--- src/rtl/sample_jitter_pkg.sv ---
// Shared raster definitions for hash consumers and the sample jitter pipeline.
// Payload widths track the raster default coordinate and tag widths.
package sample_jitter_pkg;

    localparam int unsigned HASH_W         = 8;
    localparam int unsigned HASH_IN_W      = 40;
    localparam int unsigned RASTER_COORD_W = 24;
    localparam int unsigned RASTER_TAG_W   = 8;
    localparam int unsigned SHIFT_W        = 2;

    typedef struct packed {
        logic [RASTER_COORD_W-1:0] x;
        logic [RASTER_COORD_W-1:0] y;
        logic [RASTER_TAG_W-1:0]   tag;
        logic [HASH_W-1:0]         hash;
        logic [SHIFT_W-1:0]        shift;
    } stage_t;

endpackage

--- src/rtl/jitter_hash_fold.sv ---
// Combinational 40->8 XOR fold with mask: low byte XOR top byte, then masked.
module jitter_hash_fold
    import sample_jitter_pkg::*;
(
    input  logic [HASH_IN_W-1:0] i_hin,
    input  logic [HASH_W-1:0]    i_mask,
    output logic [HASH_W-1:0]    o_hash
);

    // The middle bytes do not participate in this fold.
    logic w_unused_mid;
    assign w_unused_mid = ^i_hin[HASH_IN_W-HASH_W-1:HASH_W];

    assign o_hash = (i_hin[HASH_W-1:0] ^ i_hin[HASH_IN_W-1 -: HASH_W]) & i_mask;

endmodule

--- src/rtl/sample_jitter.sv ---
// Two-stage valid/ready pipeline adding a hash-derived sub-pixel jitter to each sample.
// Stage 1 captures the sample and its hash; stage 2 holds the jittered result.
module sample_jitter
    import sample_jitter_pkg::*;
#(
    parameter int unsigned SIGFIG = RASTER_COORD_W,
    parameter int unsigned RADIX  = 10,
    parameter int unsigned TAG_W  = RASTER_TAG_W
) (
    input  logic              clk,
    input  logic              rst,
    input  logic              in_valid,
    output logic              in_ready,
    input  logic [SIGFIG-1:0] in_x,
    input  logic [SIGFIG-1:0] in_y,
    input  logic [TAG_W-1:0]  in_tag,
    input  logic [7:0]        jitter_mask,
    input  logic [1:0]        jitter_shift,
    output logic              out_valid,
    input  logic              out_ready,
    output logic [SIGFIG-1:0] out_x,
    output logic [SIGFIG-1:0] out_y,
    output logic [TAG_W-1:0]  out_tag,
    output logic [7:0]        out_hash,
    output logic [15:0]       out_count
);

    logic [HASH_IN_W-1:0] w_hin;
    logic [HASH_W-1:0]    w_hash;
    stage_t               w_s1_d;
    stage_t               r_s1;
    logic                 r_v1;
    logic                 r_v2;
    logic [SIGFIG-1:0]    r_x2;
    logic [SIGFIG-1:0]    r_y2;
    logic [TAG_W-1:0]     r_tag2;
    logic [HASH_W-1:0]    r_hash2;
    logic [15:0]          r_count;
    logic                 w_s1_load;
    logic                 w_s2_load;
    logic [31:0]          w_amt;
    logic [SIGFIG-1:0]    w_off_x;
    logic [SIGFIG-1:0]    w_off_y;
    logic [SIGFIG-1:0]    w_sum_x;
    logic [SIGFIG-1:0]    w_sum_y;

    assign w_hin = {in_x[19:0], in_y[19:0]};

    jitter_hash_fold u_fold (
        .i_hin  (w_hin),
        .i_mask (jitter_mask),
        .o_hash (w_hash)
    );

    always_comb begin
        w_s1_d       = '0;
        w_s1_d.x     = RASTER_COORD_W'(in_x);
        w_s1_d.y     = RASTER_COORD_W'(in_y);
        w_s1_d.tag   = RASTER_TAG_W'(in_tag);
        w_s1_d.hash  = w_hash;
        w_s1_d.shift = jitter_shift;
    end

    // Stall path is combinational from out_ready; depth is only two registers.
    assign w_s2_load = !r_v2 || out_ready;
    assign w_s1_load = !r_v1 || w_s2_load;
    assign in_ready  = w_s1_load;

    always_ff @(posedge clk) begin
        if (rst) begin
            r_v1 <= 1'b0;
            r_s1 <= '0;
        end else if (w_s1_load) begin
            r_v1 <= in_valid;
            if (in_valid) begin
                r_s1 <= w_s1_d;
            end
        end
    end

    assign w_amt   = RADIX - 32'd4 - 32'(r_s1.shift);
    assign w_off_x = SIGFIG'(r_s1.hash[3:0]) << w_amt;
    assign w_off_y = SIGFIG'(r_s1.hash[7:4]) << w_amt;
    assign w_sum_x = SIGFIG'(r_s1.x) + w_off_x;
    assign w_sum_y = SIGFIG'(r_s1.y) + w_off_y;

    always_ff @(posedge clk) begin
        if (rst) begin
            r_v2    <= 1'b0;
            r_x2    <= '0;
            r_y2    <= '0;
            r_tag2  <= '0;
            r_hash2 <= '0;
        end else if (w_s2_load) begin
            r_v2 <= r_v1;
            if (r_v1) begin
                r_x2    <= w_sum_x;
                r_y2    <= w_sum_y;
                r_tag2  <= TAG_W'(r_s1.tag);
                r_hash2 <= r_s1.hash;
            end
        end
    end

    always_ff @(posedge clk) begin
        if (rst) begin
            r_count <= '0;
        end else if (r_v2 && out_ready) begin
            r_count <= r_count + 16'd1;
        end
    end

    assign out_valid = r_v2;
    assign out_x     = r_x2;
    assign out_y     = r_y2;
    assign out_tag   = r_tag2;
    assign out_hash  = r_hash2;
    assign out_count = r_count;

endmodule

--- config.mk ---
export PLATFORM = sky130hd
export DESIGN_NAME = sample_jitter
export DESIGN_NICKNAME = d
export VERILOG_FILES = /design/src/rtl/sample_jitter_pkg.sv /design/src/rtl/jitter_hash_fold.sv /design/src/rtl/sample_jitter.sv
export SDC_FILE = /design/constraint.sdc
export NUM_CORES = 1
export LEC_CHECK = 0
export ABC_AREA = 1
export CORE_MARGIN = 10
export CORE_UTILIZATION = 54
export CTS_BUF_LIST = sky130_fd_sc_hd__clkbuf_8
export DETAILED_ROUTE_END_ITERATION = 8
export PLACE_DENSITY = 0.87
export SYNTH_ARGS = -nofsm -noshare
export SYNTH_HDL_FRONTEND = slang
export SYNTH_HIERARCHICAL = 1
export SYNTH_SLANG_ARGS = --single-unit
--- constraint.sdc ---
create_clock -name clk -period 3.45 [get_ports clk]
set_clock_uncertainty 0.2 [all_clocks]
set_input_delay 0.69 -clock clk [delete_from_list [all_inputs] [get_ports clk]]
set_output_delay 0.69 -clock clk [all_outputs]
set_load 0.005 [all_outputs]
==> results.toml, run 1 <==
[status]
status = "complete, no violations"

[critical_path]
cp_slowest_cell = "fa_1"
cp_common_cell = "nand2_1"
critPathBufInv = 2
crit_fanout = 16
critical_path.cell_chain = "ha_1 > inv_1 > nor3_1 > ha_1 > fa_1 > nand3_1 > nand2_1 > nand2_1 > nand2_1 > nand2_1 > nand2_2 > nand2_1 > nand2_1 > o21ai_0 > inv_1"
worstPathRequired_ps = 3600
crit_path_max_incr_delay_ps = 420
critPathKind = "flip-flop to flip-flop"
worstPathArrival_ps = 3180
critical-path-top-delay-family = "adder cells"
start_kind = "flip-flop"
crit_path_end_kind = "flip-flop"

[yosys]
yosys.cell_count.top_type = "nor2_1"
synth_top_area_share = 0.3666
yosysSeqAreaShare = 0.3666
synth_commonest_cells = "nor2_1, nand2_1, inv_1"
synthArstFlopShare = 0
synthCells = 1264
synth.distinct_cells = 34
synth_adder_area_share = 0.04521
synthFlopType = "dfxtp_1"
synth_xor_area_frac = 0.01517
synth_top_family_by_area = "simple AND/OR/NAND/NOR gates"
synth-compound-area-share = 0.1194
syn_nets = 1362
synth_area_um2 = 8082
synth.area.mux_share = 0
syn-mean-instance-area_um2 = 6.394
synth-simple-area-share = 0.3536
yosys_warnings = 6
synth_top_area_cell = "dfxtp_1"
yosys_register_bits = 148
synth.area.top_cells = "dfxtp_1, nor2_1, nand2_1"
synth_edf_count = 0

[clocking]
cts_buffers = 17
ctsResizeCount = 0
numClockSinks = 148
postCtsSetupRepairBufs = 0
h-tree-depth = 4
clk_pin_slew_ps = 80
cts-root-buf = "clkbuf_8"
clk_latency_ps = 460
cts_buffer_depth = 2
tritoncts = "built"
holdBufCountCts = 0

[detailed_routing]
routedWlPerCell_um = 14.93
drc = 0
drt_first_pass_iters = 7
drtIter0Drc = 765
drt-total-wl_um = 23820
vias_per_cell = 5.212
ant_nets = 0
vias = 8313

[placed_design]
place_ws_ps = 444.3
io_buffers = 151
place_congestion = 0.9605
dp_hpwl_um = 18210
placed_cells = 1563

[cells_and_area]
stdcell_count = 1595
nNetsFinal = 1496
syn_to_final_growth_pct = 25.79
multi_input_area_um2 = 4313
n_fill_cell = 1307
utilization = 0.6968
drive_gt1_frac = 0.05106
register_area_um2 = 2963

[die]
core_um2 = 14590
design.die.area_um2 = 20260
start_util = 0.5539
io_pins = 152
fp.dieW_um = 142.3
fp-row-count = 44
die_h_um = 142.3

[hold_path]
hp-class = "flip-flop to flip-flop"

[global_routing]
grt_max_degree = 74
antenna_found_initial = 1
grt_pass1_wl_um = 38560
track_usage = 0.2322
grt_pass1_vias = 7820
grt_overflow = 0

[pwr]
peakVddDrop_v = 0.0002763
power_density_nw_per_um2 = 413.1
p_leak_nw = 4.755

[sta]
fin_ws_ps = 418.3
setup_viol = 0
grt_setup_unrepaired = "no"
setup_tns_ps = 0
fin_crit_ps = 3032
finalCritPeriodShare = 0.8788
worst_pin_slew_ps = 674.5
hold_viol_final = 0
slew_viol_final = 0
max-slew-margin-rel = 0.5497
fmax_ghz = 0.3298

[flow_run]
maxCapViolations = 0
[path summary, 6_finish.rpt]
| kind | startpoint | to | slack, ps | cells after the start |
|---|---|---|---|---|
| min | r_s1[10] | r_s1[10] | 280 | 2 |
| max reg2reg | r_s1[0] | out_y[14] | 420 | 15 |
| max | r_s1[0] | out_y[14] | 420 | 15 |
| min reg2reg | r_s1[10] | r_s1[10] | 280 | 2 |
[layout make-up]
| cell class | instances | share of cell area |
|---|---|---|
| diodes | 1 | 0.0002462 |
| clock buffers | 19 | 0.02572 |
| clock inverters | 12 | 0.01748 |
| inverters | 157 | 0.05797 |
| multi-input cells | 910 | 0.4242 |
| flip-flops and latches | 148 | 0.2914 |
| well taps | 184 | 0.02265 |
| repair buffers | 164 | 0.1602 |
[layout by cell type (no fill, tap or decap), drive strengths merged]
cell	n
a21o	1
bufinv	4
nand2	267
o21a	1
nor3b	2
o21bai	1
clkinv	4
a211oi	1
dfxtp	148
ha	26
o21ai	130
nand3b	2
inv	161
clkbuf	19
nor2	281
xor2	12
xnor2	2
and3	2
nor3	19
nand4	12
diode	1
nand3	93
clkdlybuf4s50	150
buf	14
a21oi	56
fa	2
[cells by family after synthesis]
kind of cell / Yosys count
AND/OR/NAND/NOR: 678
buffers and inverters: 206
AO/OA/AOI/OAI: 190
flip-flops: 148
adder cells (fa/ha/maj): 28
XOR/XNOR: 14
[registers in the layout, summed over array words and instances, names as in the netlist]
signal and count:
r_s1 66, out_tag 8, r_v1 1, out_count 16, out_valid 1, out_hash 8, out_y 24, out_x 24
[tightest hold or removal path: cells and delay by family (launching register included)]
family	cells	cell delay (ps)
DFF	1	330
and+or+nand+nor	2	120
[metal layers]
| layer | vias up | GRT usage | share of wire |
|---|---|---|---|
| met2 | 266 | 0.3886 | 0.48 |
| met3 | 33 | 0.05007 | 0.058 |
| li1 | 4249 | - | - |
| met5 | - | 0 | 0 |
| met1 | 3765 | 0.2934 | 0.44 |
| met4 | 0 | 0.06763 | 0.017 |
[metrics by stage]
step | cell area [um2] | power (mW) | hold WS [ps]
final | 10170 | 4.200 | 282.6
after CTS | 10160 | 4.208 | 281.0
after floorplan | 8082 | 2.368 | 243.7
after detailed placement | 9724 | 2.715 | 267.5
after global routing | 10170 | 4.392 | 302.8
after global placement | 9724 | 2.697 | 256.0
[power breakdown]
group	switching [mW]	leakage (nW)	internal [mW]
clock network	0.691	0.228	0.827
logic	0.432	3.31	0.346
registers	0.0837	1.22	1.82
total	1.21	4.76	2.99
Power figures use the tool's default switching activity.
==> inputs of run 2 (changes only) <==
--- a/config.mk
+++ b/config.mk
@@ -15,3 +15,4 @@
 export SYNTH_HDL_FRONTEND = slang
 export SYNTH_HIERARCHICAL = 1
 export SYNTH_SLANG_ARGS = --single-unit
+export TNS_END_PERCENT = 50
==> results of run 2 <==
Final layout, timing and power as in run 1 (identical DEF).
==> patch 1: new RTL, settings of run 2 <==
Change the parameter `RADIX` from 10 to 5.
--- a/src/rtl/sample_jitter.sv
+++ b/src/rtl/sample_jitter.sv
@@ -5,5 +5,5 @@
 #(
     parameter int unsigned SIGFIG = RASTER_COORD_W,
-    parameter int unsigned RADIX  = 10,
+    parameter int unsigned RADIX  = 5,
     parameter int unsigned TAG_W  = RASTER_TAG_W
 ) (
Behaviour: not the same (Yosys sat finds a counterexample within 4 cycles, from zero or initial values and one cycle with rst high).
==> patch 1 against run 2 <==
Register-to-register slack improved by 0.27 ns; via count increased by 11%; design area increased by 9.8%; global-route usage decreased by 0.24 points; largest cell class unchanged; power increased by 0.77%; wire length increased by 5.1%; cell count increased by 18%; sequential cell count unchanged; setup slack improved by 0.19 ns; synthesized area increased by 11%.
==> patch 1: results (changes against run 2) <==
Final layout
  • Fraction of final layout cells sized beyond drive strength 1: 3.08% (-2.0 points)
  • Number of non-filler instances in the completed layout: 1875 (+18%)
  • Final layout net count: 1760 (+18%)
  • Max reg flops: 66 (unchanged)

STA
  • Worst Max-Slew Pin Slew: 0.641 ns (-0.0332 ns)

Synthesis
  • Sequential share of the synthesized area: 33.1% (-3.6 points)
  • Avg Synthesized Cell Area: 6.08 µm² (-4.9%)
  • List of most frequent post-synthesis cells: sky130_fd_sc_hd__nand2_1 (367), sky130_fd_sc_hd__nor2_1 (329), sky130_fd_sc_hd__inv_1 (223), sky130_fd_sc_hd__dfxtp_1 (148), sky130_fd_sc_hd__o21ai_0 (114)
  • Number of different library cells in the post-synthesis netlist: 36 (+5.9%)
  • Synth area leaders: sky130_fd_sc_hd__dfxtp_1 (33%), sky130_fd_sc_hd__nand2_1 (15%), sky130_fd_sc_hd__nor2_1 (14%)

GRT
  • Met1 routing resource usage after global routing: 25.4% (-3.9 points)
  • Initial antenna violation count: 1 (unchanged)
  • Wire length of the first global-routing pass: 41.6 mm (+7.8%)
  • GR Util All Layers: 23.0% (-0.24 points)
  • Global-route track usage on met3: 4.13% (-0.88 points)
  • GR Util met2: 41.6% (+2.8 points)
  • Number of global-route vias before repair: 8915 (+14%)

Place
  • Setup WS pre-CTS: 0.612 ns (+0.168 ns)
  • Post-DP HPWL: 19.4 mm (+6.6%)
  • Placer's final routability congestion estimate: 0.935 (-2.7%)

Clock network
  • Reg clk slew, reported paths: 0.09 ns
  • Count of cells resized by post-cts repair: 0 (unchanged)
  • Total CTS buffers: 17 (unchanged)
  • Number of setup buffers added after CTS: 0 (unchanged)
  • Number of H-tree branching levels: 4 (unchanged)

Detailed routing
  • Vias post-DR: 9257 (+11%)
  • Pre-antenna DRT Iters: 5 (-2)
  • Routed length per placed instance: 13.4 µm (-11%)
  • Iteration-0 DRC Markers: 636 (-17%)

Power
  • Worst vdd rail ir drop: 0.260 mV (-5.9%)
  • Leakage dissipation: 0.00580 µW (+22%)

Critical path
  • Worst EP arrival: 1.95 ns (-1.23 ns)
  • Largest fanout of any net on the critical path: 3 (-13)

Outcome
  • Run status: complete, no violations
patch 1: final cells by class:
class / count / area, µm²
antenna: 1 / 2.50
clock buffer: 17 / 234
tap: 220 / 275
timing repair buffer: 158 / 1600
fill: 1461 / 5240
multi-input combinational: 1090 / 5100
sequential: 148 / 2960
inverter: 226 / 848
clock inverter: 15 / 145
patch 1: logic make-up after synthesis:
group	count (synthesis)	synth area share, %
other cells	1	0.0419
simple gates	812	36.6
xor+xnor	16	1.56
buf+inv	270	11.5
fa+ha+maj	49	7.01
flops	148	33.1
compound gates	177	10.2
patch 1: critical path, cell delays in order:
cell                              delay [ns]
sky130_fd_sc_hd__clkdlybuf4s50_1        0.52
sky130_fd_sc_hd__inv_1                  0.07
sky130_fd_sc_hd__nand3_1                0.14
sky130_fd_sc_hd__clkdlybuf4s50_1        0.53
patch 1: path summary, 6_finish.rpt:
kind | slack, ns | startpoint | end | cells after the start
hold / removal | 0.26 | out_count[12]$_SDFFE_PP0P_ | out_count[12]$_SDFFE_PP0P_ | 2
setup / recovery | 0.61 | out_ready | in_ready | 4
setup reg to reg | 0.69 | r_s1[0]$_SDFFE_PP0P_ | out_x[12]$_SDFFE_PP0P_ | 13
hold reg to reg | 0.26 | out_count[12]$_SDFFE_PP0P_ | out_count[12]$_SDFFE_PP0P_ | 2
patch 1: report_power, final:
part	switching (µW)	internal, µW	total (µW)
clock network	686	635	1320
logic	574	438	1010
registers	75.5	1820	1900
total	1330	2900	4230
patch 1: stage by stage:
step | instance area, µm² | util, %
after floorplan | 9090 | -
final | 11200 | 68.0
after global placement | 10800 | 65.7
after CTS | 11200 | 68.0
after global routing | 11200 | 68.0
after detailed placement | 10800 | 65.7
patch 1: layer usage:
metal | share of wire, % | vias up
li1 | - | 4843
met1 | 42 | 4111
met2 | 50 | 252
met3 | 4.9 | 51
met4 | 3.6 | 0
met5 | 0 | -
==> patch 2: new RTL, flow settings as in run 2 <==
Without the edit above. Register the output `out_count` once more, cleared by the reset; this adds one clock of latency there. The other outputs are not delayed to match.
--- a/src/rtl/sample_jitter.sv
+++ b/src/rtl/sample_jitter.sv
@@ -116,5 +116,11 @@
     assign out_tag   = r_tag2;
     assign out_hash  = r_hash2;
-    assign out_count = r_count;
+    always_ff @(posedge clk) begin
+        if (rst) begin
+            out_count <= '0;
+        end else begin
+            out_count <= r_count;
+        end
+    end
 
 endmodule
Behaviour: not the same (a bounded check fails within 4 cycles, from zero or initial values and one cycle with rst high).
==> patch 2 against run 2 <==
Wire length decreased by 0.25%; largest power group unchanged; critical path type unchanged; synthesized cell count grew 2.5%; design area increased by 2.7%; setup slack worse by 0.081 ns; sequential cell count increased by 16; critical endpoint is now out_x[14]$_SDFFE_PP0P_; sequential power grew 10%; power increased by 1.2%; synthesized area rose by 4.0%.
==> patch 2: results (changes against run 2) <==
Detailed routing
  • Vias per cell: 5.22 (+0.18%)
  • Routed length per placed instance: 14.6 µm (-2.3%)
  • Met2 wire length: 11.8 mm (+2.9%)
  • Pre-antenna DRT Iters: 5 (-2)
  • Met3 wirelength from detailed routing: 1.32 mm (-5.2%)
  • Wire length on met1: 10.1 mm (-4.4%)

GRT
  • Wire length of the first global-routing pass: 38.2 mm (-0.84%)
  • Met1 routing resource usage after global routing: 26.7% (-2.7 points)
  • Global-route track usage on met3: 4.66% (-0.35 points)
  • GR Util All Layers: 22.8% (-0.47 points)

Final layout
  • Final layout net count: 1525 (+1.9%)
  • Antenna Diode Count: 0 (-1)
  • Fraction of final layout cells sized beyond drive strength 1: 4.58% (-0.52 points)
  • Count of fill cells added during filler insertion: 1346 (+3.0%)

Synthesis
  • Sequential share of the synthesized area: 39.1% (+2.4 points)
  • Synth area leaders: sky130_fd_sc_hd__dfxtp_1 (39%), sky130_fd_sc_hd__nor2_1 (13%), sky130_fd_sc_hd__nand2_1 (11%)
  • Synthesized-area fraction occupied by ao, oa, aoi and oai cells: 11.8% (-0.15 points)
  • Adder-Cell Fraction of Synth Area: 4.35% (-0.17 points)
  • XOR/XNOR share of the synthesized area: 1.56% (+0.046 points)

Place
  • Setup WS pre-CTS: 0.338 ns (-0.106 ns)
  • Post-DP HPWL: 17.9 mm (-1.4%)

Power
  • Worst vdd rail ir drop: 0.238 mV (-14%)
  • Leakage dissipation: 0.00483 µW (+1.6%)
  • Switching Fraction: 29.5% (+0.82 points)
  • Power in combinational cells: 769 µW (-1%)

Outcome
  • Run status: complete, no violations

Critical path
  • CP max stage delay: 0.45 ns (+0.03 ns)
  • Worst EP arrival: 3.28 ns (+0.10 ns)
  • Library cell contributing the largest single delay on the critical path: sky130_fd_sc_hd__ha_2
  • Largest fanout of any net on the critical path: 11 (-5)
  • Depth of the worst register-to-register path: 16 (+1)

STA
  • Final Cycle Share: 90.2% (+2.3 points)

Worst hold path
  • Endpoint of the worst hold-timing path: out_count[1]$_SDFF_PP0_
  • Start point of the worst hold path: r_count[1]$_SDFFE_PP0P_
patch 2: cell count changes after synthesis, moves of 4 or more:
| cell | change |
|---|---|
| sky130_fd_sc_hd__dfxtp_1 | +16 |
| sky130_fd_sc_hd__o21ai_1 | -5 |
| sky130_fd_sc_hd__nand2_1 | -5 |
| sky130_fd_sc_hd__o21ai_0 | +10 |
| sky130_fd_sc_hd__clkbuf_1 | +5 |
| sky130_fd_sc_hd__nand3_1 | -5 |
| sky130_fd_sc_hd__inv_1 | -4 |
| sky130_fd_sc_hd__nor2_1 | +24 |
patch 2: layout make-up:
cell class                 instances  share of cell area (%)
multi-input combinational        927                    41.5
sequential                       164                    31.4
timing repair buffer             163                    15.5
inverter                         154                    5.57
tap                              188                    2.25
clock buffer                      17                    2.24
clock inverter                    15                    1.46
patch 2: worst max-delay path: cells and delay by family, from the launching register on:
family	cells	cell delay [ns]
adders and majority gates	2	0.80
AOI/OAI and AO/OA	3	0.52
and+or+nand+nor	8	0.75
DFF	1	0.33
buffers and inverters	3	0.42
